File: src/rtl/seg_display_ctrl_pkg.sv
// Shared constants, state encoding and sizing helper for the seven-segment display controller.
package seg_display_ctrl_pkg;

   // Active-low segment patterns, bit order {g,f,e,d,c,b,a}
   localparam logic [6:0] SEG_0     = 7'b1000000;
   localparam logic [6:0] SEG_1     = 7'b1111001;
   localparam logic [6:0] SEG_2     = 7'b0100100;
   localparam logic [6:0] SEG_3     = 7'b0110000;
   localparam logic [6:0] SEG_4     = 7'b0011001;
   localparam logic [6:0] SEG_5     = 7'b0010010;
   localparam logic [6:0] SEG_6     = 7'b0000010;
   localparam logic [6:0] SEG_7     = 7'b1111000;
   localparam logic [6:0] SEG_8     = 7'b0000000;
   localparam logic [6:0] SEG_9     = 7'b0010000;
   localparam logic [6:0] SEG_BLANK = 7'h7F;
   localparam logic [6:0] SEG_DASH  = 7'b0111111;

   typedef enum logic {IDLE, CONV} state_t;

   // BCD digits needed to hold 2^width-1
   function automatic int unsigned bcd_digits(input int unsigned width);
      return (width + 2) / 3;
   endfunction

endpackage

File: src/rtl/seg_display_ctrl_seg7_decode.sv
// Combinational BCD digit to active-low seven-segment pattern, with dash and blank overrides.
module seg7_decode
   import seg_display_ctrl_pkg::*;
(
   input  logic [3:0] digit,
   input  logic       blank,
   input  logic       dash,
   output logic [6:0] seg_c
);

   // Dash wins over blank; non-decimal codes render blank
   always_comb begin
      seg_c = SEG_BLANK;
      if (dash) begin
         seg_c = SEG_DASH;
      end else if (!blank) begin
         case (digit)
            4'd0:    seg_c = SEG_0;
            4'd1:    seg_c = SEG_1;
            4'd2:    seg_c = SEG_2;
            4'd3:    seg_c = SEG_3;
            4'd4:    seg_c = SEG_4;
            4'd5:    seg_c = SEG_5;
            4'd6:    seg_c = SEG_6;
            4'd7:    seg_c = SEG_7;
            4'd8:    seg_c = SEG_8;
            4'd9:    seg_c = SEG_9;
            default: seg_c = SEG_BLANK;
         endcase
      end
   end

endmodule

File: src/rtl/seg_display_ctrl.sv
// Multi-digit seven-segment controller: sequential double-dabble conversion plus
// free-running digit scan. Define SEG_BLANK_EN for leading-zero blanking.
module seg_display_ctrl
   import seg_display_ctrl_pkg::*;
#(
   parameter int unsigned WIDTH    = 8,
   parameter int unsigned DIGITS   = 3,
   parameter int unsigned SCAN_DIV = 1000
)(
   input  logic              clk,
   input  logic              rst,
   input  logic              load,
   input  logic [WIDTH-1:0]  value,
   output logic              busy,
   output logic              done,
   output logic              ovf,
   output logic [6:0]        seg,
   output logic [DIGITS-1:0] an
);

   localparam int unsigned NB = bcd_digits(WIDTH);
   localparam int unsigned CW = $clog2(WIDTH + 1);
   localparam int unsigned PW = (SCAN_DIV > 1) ? $clog2(SCAN_DIV) : 1;
   localparam int unsigned IW = (DIGITS > 1) ? $clog2(DIGITS) : 1;
   localparam int unsigned XW = 4 * (NB + DIGITS);

   state_t             state, state_n;
   logic               accept_c, commit_c;
   logic [CW-1:0]      step;
   logic [WIDTH-1:0]   bin_sh, bin_n_c;
   logic [4*NB-1:0]    bcd, adj_c, bcd_n_c;
   logic [XW-1:0]      bcd_x_c;
   logic [4*DIGITS-1:0] disp;
   logic [PW-1:0]      presc;
   logic [IW-1:0]      idx;
   logic [3:0]         digit_c;
   logic               blank_c;
   logic [6:0]         seg_c;

   // Conversion FSM state register
   always_ff @(posedge clk) begin
      if (rst) state <= IDLE;
      else     state <= state_n;
   end

   // Next state: accept a load in IDLE, finish after WIDTH shift steps
   always_comb begin
      state_n  = state;
      accept_c = 1'b0;
      commit_c = 1'b0;
      case (state)
         IDLE: begin
            if (load) begin
               accept_c = 1'b1;
               state_n  = CONV;
            end
         end
         CONV: begin
            if (step == CW'(WIDTH - 1)) begin
               commit_c = 1'b1;
               state_n  = IDLE;
            end
         end
         default: state_n = IDLE;
      endcase
   end

   // One double-dabble step: add 3 to nibbles >= 5, then shift {bcd, bin} left
   always_comb begin
      adj_c = '0;
      for (int i = 0; i < int'(NB); i++) begin
         adj_c[4*i +: 4] = (bcd[4*i +: 4] >= 4'd5) ? bcd[4*i +: 4] + 4'd3 : bcd[4*i +: 4];
      end
      {bcd_n_c, bin_n_c} = {adj_c, bin_sh} << 1;
      bcd_x_c = XW'(bcd_n_c);
   end

   // Conversion datapath, display register and status flags
   always_ff @(posedge clk) begin
      if (rst) begin
         busy   <= 1'b0;
         done   <= 1'b0;
         ovf    <= 1'b0;
         step   <= '0;
         bin_sh <= '0;
         bcd    <= '0;
         disp   <= '0;
      end else begin
         done <= commit_c;
         if (accept_c) begin
            busy   <= 1'b1;
            step   <= '0;
            bin_sh <= value;
            bcd    <= '0;
         end else if (state == CONV) begin
            step   <= step + CW'(1);
            bin_sh <= bin_n_c;
            bcd    <= bcd_n_c;
            if (commit_c) begin
               busy <= 1'b0;
               disp <= bcd_x_c[4*DIGITS-1:0];
               ovf  <= |bcd_x_c[XW-1:4*DIGITS];
            end
         end
      end
   end

   // Free-running prescaler and digit index
   always_ff @(posedge clk) begin
      if (rst) begin
         presc <= '0;
         idx   <= '0;
      end else if (presc == PW'(SCAN_DIV - 1)) begin
         presc <= '0;
         idx   <= (idx == IW'(DIGITS - 1)) ? '0 : idx + IW'(1);
      end else begin
         presc <= presc + PW'(1);
      end
   end

   // Select the scanned digit and decide whether it is a blanked leading zero
   always_comb begin
`ifdef SEG_BLANK_EN
      logic lead;
`endif
      digit_c = '0;
      for (int i = 0; i < int'(DIGITS); i++) begin
         if (IW'(i) == idx) digit_c = disp[4*i +: 4];
      end
      blank_c = 1'b0;
`ifdef SEG_BLANK_EN
      lead = 1'b1;
      for (int i = int'(DIGITS) - 1; i >= 1; i--) begin
         lead = lead && (disp[4*i +: 4] == 4'd0);
         if (IW'(i) == idx) blank_c = lead;
      end
`endif
   end

   seg7_decode u_decode (
      .digit (digit_c),
      .blank (blank_c),
      .dash  (ovf),
      .seg_c (seg_c)
   );

   // Registered segment bus and one-hot active-low digit enable
   always_ff @(posedge clk) begin
      if (rst) begin
         seg <= SEG_BLANK;
         an  <= '1;
      end else begin
         seg <= seg_c;
         an  <= ~(DIGITS'(1) << idx);
      end
   end

endmodule

File: config.mk
export PLATFORM = sky130hd
export DESIGN_NAME = seg_display_ctrl
export DESIGN_NICKNAME = d
export VERILOG_FILES = /design/src/rtl/seg_display_ctrl_pkg.sv /design/src/rtl/seg_display_ctrl_seg7_decode.sv /design/src/rtl/seg_display_ctrl.sv
export SDC_FILE = /design/constraint.sdc
export NUM_CORES = 1
export LEC_CHECK = 0
export ABC_AREA = 1
export CAP_MARGIN = 0
export CELL_PAD_IN_SITES_DETAIL_PLACEMENT = 1
export CELL_PAD_IN_SITES_GLOBAL_PLACEMENT = 1
export CORE_MARGIN = 2
export CORE_UTILIZATION = 38
export CTS_BUF_LIST = sky130_fd_sc_hd__clkbuf_16
export DETAILED_ROUTE_END_ITERATION = 12
export PLACE_DENSITY = 0.79
export SYNTH_ARGS = -nofsm -noshare
export SYNTH_HDL_FRONTEND = slang
export SYNTH_HIERARCHICAL = 1
export SYNTH_SLANG_ARGS = --single-unit
File: constraint.sdc
create_clock -name clk -period 1.7 [get_ports clk]
set_input_delay 0.34 -clock clk [delete_from_list [all_inputs] [get_ports clk]]
set_output_delay 0.34 -clock clk [all_outputs]
set_load 0.005 [all_outputs]
Word-level counts from Yosys, hierarchy flattened
Memories as Yosys holds them, arrays and structs flattened. A register that Yosys moved wholly into a read port is not among the register bits.
Index checks and enable logic that the tools add are counted.
Storage, ports and cells
  bits in registers: 54
  bits in read-only memories: 112
  bits of input ports: 11
  output and inout bits: 13
  logic and storage cells: 54
  memories: 1
Memory list
  (no name shown): words 16, bits a word 7, rd ports 1, clocked after Yosys merged registers in 1, wr ports 0, RTL line seg_display_ctrl_seg7_decode.sv:17  | case (digit)
Cells by class
  add/sub/neg operators: 6
  $lt $le $gt $ge: 3
  equal/unequal tests: 5
  shifts and indexed selects: 1
  multiplexer cells: 18
  bitwise gates (word level): 3
  reduce and logical (&&, ||, !) cells: 7
Operators with widths (number)
  2-to-1 mux 4 bit: 5
  2-to-1 mux 8 bit: 2
  >= comparator 4 x 3 -> 1 bit (second input constant): 3
  adder 10 x 1 -> 10 bit (second input constant): 1
  equality test 10 bit (second input constant): 1
  adder 4 x 2 -> 4 bit (second input constant): 2
  2-to-1 mux 1 bit: 8
  adder 4 x 1 -> 4 bit (second input constant): 1
  equality test 4 x 3 -> 1 bit (second input constant): 1
  nonzero test 2 bit: 2
  OR reduction 2 bit: 2
  adder 3 x 2 -> 3 bit (second input constant): 1
  2-to-1 mux 3 bit: 1
  inverter 3 bit: 1
  AND reduction 3 bit: 1
  << shifter 1 x 2 -> 3 bit (first input constant): 1
  adder 2 x 1 -> 2 bit (second input constant): 1
  equality test 1 x 2 -> 1 bit (first input constant): 1
  equality test 2 bit (first input constant): 1
  equality test 2 bit (second input constant): 1
  zero test 2 bit: 1
  2-to-1 mux 2 bit: 1
  inverter 1 bit: 2
  one-hot mux 1 bit (2 select lines): 1
  AND reduction 2 bit: 1

Logic depth before layout (Yosys ltp)
Gate-level depths: netlist (run 1).
  depth after elaboration: 6
  depth in mapped cells: 10
  mapped depth without buffers: 10

Cells and area by module
The synthesis (run 1) kept the hierarchy.
Modules (own cells, without submodules)
  seg_display_ctrl: instances 1, cells an instance 380, area an instance 2783.9 µm², seq. area each 1221.2 µm²
  seg7_decode: instances 1, cells an instance 35, area an instance 216.5 µm², seq. area each 0.0 µm²

Worst setup path before layout (run 1)
Ideal clock, no wire load.
  path type: reg-to-reg
  start: reg idx[0]
  end: reg seg[0]
  setup time: 0.123 ns
  arrival time: 1.670 ns
  data required time: 1.577 ns
  slack: -0.093 ns
  cell stages (with the launch flop): 11
  buffers on the path: 0
  period minus slack after synthesis: 1.793 ns
  cells stage by stage: dfxtp_1 > inv_1 > nor2_1 > nand2_1 > nand3_1 > inv_1 > ha_1 > or2_1 > o211ai_1 > nand2_1 > or2_2
Between the ends
  longest elaborated chain between the ends: 4
  elaborated cells between the ends (all ways): 6
  those cells by class: 2 x eq/ne; 3 x mux; 1 x reduce/logical
Ends and longest elaborated chain
  from (decl): RTL line seg_display_ctrl.sv:35  | logic [IW-1:0] idx;
  from (signal assigned): RTL line seg_display_ctrl.sv:115  | idx <= (idx == IW'(DIGITS - 1)) ? '0 : idx + IW'(1);
  zero test 2 bit: RTL line seg_display_ctrl.sv:128  | if (IW'(i) == idx) digit_c = disp[4*i +: 4];
  2-to-1 mux 4 bit (2 in a row): RTL line seg_display_ctrl.sv:128
  2-to-1 mux 4 bit (*): RTL line seg_display_ctrl.sv:128
  via digit_c[1]: RTL line seg_display_ctrl.sv:36  | logic [3:0] digit_c;
  to (decl): RTL line seg_display_ctrl.sv:17  | output logic [6:0] seg,
The timed path passes the listed nets; every way through them passes the cells marked *.
A chain may end at the register's enable or synchronous reset.

Worst setup path after layout (run 1)
  start: reg idx[1]
  end: reg seg[1]
The elaborated chain is that of the path after synthesis.

==> results of run 1 <==
[repair_timing]
action / in CTS / in global routing
resized for setup: 23 / 19
endpoints found under the setup margin: 6 / 7
pin swaps: 8 / 17
setup buffers: 1 / 8
[metal layers]
layer / up-vias / wire length (um)
met1: 1261 / 3123
met2: 29 / 4035
met3: 14 / 187
met5: - / 0
li1: 1388 / -
met4: 0 / 168
[cell usage after synthesis]
master	count	area [um2]
or2_2	7	43.79
inv_2	6	22.52
o211ai_1	2	15.01
buf_6	3	33.78
nand3_2	1	10.01
xnor2_1	2	17.52
nand2_4	2	22.52
nor3_4	1	16.27
or2_1	1	6.260
nor2_4	1	11.26
o21a_1	1	7.510
inv_1	48	180.2
a21oi_1	8	40.04
a21oi_2	11	96.34
conb_1	1	3.750
or2_0	1	6.260
o21ai_0	13	65.06
ha_1	13	162.7
dfxtp_1	61	1221
buf_2	2	10.01
nor3_2	1	10.01
xor2_1	2	17.52
nand4_1	8	50.05
buf_8	1	15.01
buf_4	4	30.03
nand2_1	144	540.5
nor2_2	14	87.58
nor2_1	21	78.83
nand2_2	3	18.77
nand3_1	32	160.2
[final cells by class]
class                           instances  area [um2]
Clock buffer                            9       225.2
Clock inverter                          7       42.54
Fill cell                             978        3772
Inverter                               54       210.2
Multi-Input combinational cell        296        1640
Sequential cell                        61        1229
Tap cell                              102       127.6
Timing Repair Buffer                   47       440.4
[worst max-delay path, stage by stage (launching register included)]
cell and delay, ps:
dfxtp_4 390, inv_4 50, nor2_4 150, nand2_2 120, nand3_4 110, inv_4 50, ha_1 300, nand2_2 80
nand2_1 40, or2_2 280
[worst max-delay path by stage]
stage                 from  slack, ps      to  cells past startpoint
global placement    idx[0]        -30  seg[0]                      9
CTS                 idx[1]         -5  seg[0]                     10
global route        idx[1]        -70  seg[0]                     10
floorplan           idx[0]          7  seg[0]                     10
detailed placement  idx[0]       -140  seg[0]                     10
finish              idx[1]       -0.7  seg[1]                      9
[registers in the layout, summed over array words and instances, names as in the netlist]
name / flops
seg: 7
bin_sh: 8
done: 1
an: 3
disp: 12
presc: 10
step: 4
bcd: 12
busy: 1
idx: 2
state: 1
[cell families after synthesis]
family | count (synthesis)
compound gates | 35
xor+xnor | 4
fa+ha+maj | 13
buf+inv | 64
flops | 61
other cells | 1
simple gates | 237
[per-stage QoR]
stage / cells / TNS, ps / setup WS [ps] / cell area, um2
after floorplan: 421 / 0 / 6.825 / 3033
after global placement: 551 / -28.41 / -28.41 / 3437
after detailed placement: 551 / -336.9 / -139.5 / 3437
after CTS: 568 / -5.193 / -5.193 / 3779
after global routing: 576 / -348.5 / -66.57 / 3915
final: 576 / -0.7230 / -0.7230 / 3915
[power by group]
group / internal, mW / switching [mW] / total (mW)
sequential: 1.47 / 0.0324 / 1.51
clock: 0.970 / 0.638 / 1.61
combinational: 0.138 / 0.180 / 0.318
total: 2.58 / 0.851 / 3.43
==> flow_metrics.tcl, run 1 <==
set metrics [dict create \
    critPathKind "reg -> reg" \
    r2r-end "seg[1]" \
    grt_start_max_net_pins 20 \
    cp-end-kind "register" \
    gp_congestion 0.8337 \
    synth_mux_area_share_pct 0 \
    rsz0062_at_grt "yes" \
    hold_viol_final 0 \
    floorplan.initialDensity_pct 39.03 \
    syn_area_mm2 0.003000 \
    drc 0 \
    drive_gt1_share_pct 23.21 \
    synth_compound_area_share_pct 7.465 \
    drt_pass1_iterations 4 \
    insertedDiodeCount 0 \
    port_buffers 22 \
    ff2ff_setup_slack_ps -0.7 \
    drt-total-wl_mm 7.515 \
    synthAdderAreaFrac_pct 5.421 \
    via_count 2692 \
    numCtsBuffers 9 \
    finish.net_count 493 \
    antenna_found_initial 0 \
    rows 32 \
    grt.total_usage_pct 18.86 \
    hold_depth 2 \
    worstPathMaxFanout 5 \
    reg2reg_from "idx[1]" \
    clkLatencyLatePin_ps 320 \
    worst_setup_path_start_kind "register" \
    cts-root-buf "clkbuf_16" \
    min_period_over_period_pct 100.0 \
    grt-busiest-layer "met2" \
    fmax_mhz 588.0 \
    synthToLayoutAreaGrowth_pct 30.48 \
    worst_hold_path.endpoint "disp[10]" \
    synth_top_family_by_area "simple AND/OR/NAND/NOR gates" \
    grt_use_met2_pct 36.17 \
    synth-seq-cells 61 \
    grt_overflow_total 0 \
    setup_slack_ps -0.7230 \
    viasPerCell 4.674 \
    p_leak_nw 1.793 \
    die_y_um 92.86 \
    synth_warnings 6 \
    grt_first_pass_wirelength_mm 12.75 \
    clock_skew_ps 4.824 \
    cts_buffer_depth 2 \
    drtIter0Drc 57 \
    maxCapViolCount 0 \
    min_path_type "reg -> reg" \
    clkTransAtPathRegs_ps 50 \
    p_per_area_mw_per_mm2 876.9 \
    hp-start "disp[10]" \
    syn_area_per_cell_um2 7.230 \
    post-route-min-period_ps 1701 \
    dieArea_mm2 0.008622 \
    cts_hold_buf 0 \
    met3_usage_pct 5.126 \
    postRouteAntennaNets 0 \
    routedWlPerCell_um 13.05 \
    final_common_cell "nand2_1" \
    setup_viol 1 \
    use_met1_pct 19.89 \
    finalMaxSlewViolations 0 \
    r2r_cells 9 \
    cp_data_arrival_time_ps 1910 \
    status "finished with violations" \
    post-dp-hpwl_mm 5.200 \
    synth-xor-area-share_pct 1.168 \
    h-tree-depth 3 \
    critPathRequiredTime_ps 1900 \
    violations "negative setup slack" \
    die_w_um 92.86 \
    fin_util_pct 50.93 \
    fin_hold_ws_ps 449.7 \
    final_cell_mix "nand2_1, dfxtp_1, inv_1, nand3_1, clkdlybuf4s50_1" \
    cts_tree "built" \
    core_area_mm2 0.007687 \
    seq_area_frac_synth_pct 40.70 \
    grt_pass1_vias 2859 \
    synth_cells 415 \
    synthSimpleGateAreaFrac_pct 35.40 \
    cts.sinks 61 \
    io_pins 24 \
    synth_cell_types 30 \
    ir_drop_mv 0.5652 \
    p_total_mw 3.433 \
]
Note: power is estimated with default switching activity, not from simulation.
==> inputs of run 2 (changes only) <==
Settings changed: CORE_UTILIZATION 38 to 41, DONT_BUFFER_PORTS from default to 1, PLACE_DENSITY 0.79 to 0.78.
==> run 2 against run 1 <==
Against the previous run:
- the run now ends clean
- fmax rose by 1.2%
- sequential cell count unchanged
- sequential share of layout area grew 3.6 points
- power decreased by 3.1%
- combinational power shrank 19%
- count of clock-buffer cells in the layout unchanged
- design area down 10%
- worst hold slack worse by 350 ps
- setup slack improved by 21 ps
- die area fell by 7.0%
- global-route usage up 0.53 points
- via count fell by 4.9%
- critical path type unchanged
- largest power group unchanged
==> flow_metrics.tcl, run 2 (same netlist as run 1, synthesis figures left out) <==
set metrics [dict create \
    hold_viol_final 0 \
    floorplan.initialDensity_pct 41.81 \
    final_common_cell "nand2_1" \
    fmax_mhz 595.3 \
    critPathRequiredTime_ps 1910 \
    io_pins 24 \
    worstPathMaxFanout 5 \
    drive_gt1_share_pct 20.96 \
    min_path_type "in -> reg" \
    worst_setup_path_start_kind "register" \
    fin_cells 538 \
    cts-root-buf "clkbuf_16" \
    setup_viol 0 \
    critPathKind "reg -> reg" \
    cts.sinks 61 \
    grt_overflow_total 0 \
    grt_start_max_net_pins 20 \
    grt_pass1_vias 2667 \
    p_per_area_mw_per_mm2 946.8 \
    clkTransAtPathRegs_ps 50 \
    post-route-min-period_ps 1680 \
    die_w_um 89.55 \
    postRouteAntennaNets 0 \
    numCtsBuffers 9 \
    port_buffers 0 \
    core_area_mm2 0.007176 \
    antenna_found_initial 0 \
    min_period_over_period_pct 98.82 \
    finalMaxSlewViolations 0 \
    final_cell_mix "nand2_1, dfxtp_1, inv_1, nand3_1, nor2_1" \
    status "complete, no violations" \
    multi_input_area_mm2 0.001588 \
    synthToLayoutAreaGrowth_pct 17.06 \
    placed_cells 522 \
    ir_drop_mv 0.4544 \
    fin_hold_ws_ps 97.66 \
    top_regs "bcd: 12 flops, disp: 12 flops, presc: 10 flops" \
    clkLatencyLatePin_ps 330 \
    via_count 2559 \
    p_total_mw 3.325 \
    gp_congestion 0.7961 \
    clock_skew_ps 5.499 \
    insertedDiodeCount 0 \
    dieArea_mm2 0.008018 \
    drt_pass1_iterations 4 \
    cts_tree "built" \
    cts_hold_buf 0 \
    fin_util_pct 48.95 \
    rows 31 \
    h-tree-depth 3 \
    cp-end-kind "register" \
    die_y_um 89.55 \
    seq_area_mm2 0.001229 \
    drt-total-wl_mm 7.008 \
    grt.total_usage_pct 19.39 \
    post-dp-hpwl_mm 5.002 \
    grt_first_pass_wirelength_mm 11.95 \
    drc 0 \
    fill_cells 924 \
    cts_buffer_depth 2 \
    rsz0062_at_grt "yes" \
    cp_data_arrival_time_ps 1890 \
    setup_tns_ps 0 \
    viasPerCell 4.757 \
    routedWlPerCell_um 13.03 \
    drtIter0Drc 56 \
    maxCapViolCount 0 \
    finish.net_count 459 \
    p_leak_nw 1.647 \
]
run 2: through the flow:
stage / worst slack (ps) / cell area (um2)
final: 20.14 / 3512
after global routing: -86.47 / 3512
after CTS: 2.596 / 3475
after detailed placement: -108.3 / 3171
after global placement: -29.24 / 3171
after floorplan: 6.825 / 3033
run 2: what timing repair did:
| item | in CTS | in global routing |
|---|---|---|
| gates resized for setup | 19 | 10 |
| buffers inserted | 1 | 0 |
| endpoints found under the setup margin | 6 | 7 |
| pin swaps | 1 | 7 |
run 2: path summary, 6_finish.rpt:
| kind | start | to | slack (ps) | cells past startpoint |
|---|---|---|---|---|
| worst min register to register | disp[0] | disp[0] | 460 | 2 |
| worst max register to register | idx[1] | seg[1] | 20 | 10 |
| worst max-delay path | idx[1] | seg[1] | 20 | 10 |
| worst min-delay path | rst | bin_sh[0] | 100 | 1 |
run 2: where the power goes:
group | total [mW] | switching [mW] | internal (mW)
logic | 0.258 | 0.167 | 0.0909
clock network | 1.56 | 0.609 | 0.949
registers | 1.51 | 0.0342 | 1.48
total | 3.33 | 0.810 | 2.52
run 2: layout make-up:
class	instances	share of cell area [%]
Clock buffer	9	6.413
Clock inverter	6	0.7125
Inverter	54	5.914
Multi-Input combinational cell	296	45.21
Sequential cell	61	34.98
Tap cell	99	3.527
Timing Repair Buffer	13	3.242
run 2: critical path, stage by stage (launching register included):
cell	delay (ps)
dfxtp_4	370
inv_4	70
nor2_4	40
nand2_2	70
nand3_2	80
buf_4	160
nor2_2	120
nor2_2	70
nor3_4	200
nand2_1	100
or2_2	290
run 2: metal layers:
layer,vias to the layer above,share of wire (%),global-route usage [%]
met5,-,0,0
met4,0,1.3,6.784
met3,8,2.4,5.355
met2,24,51,33.76
met1,1204,45,22.73
li1,1323,-,-
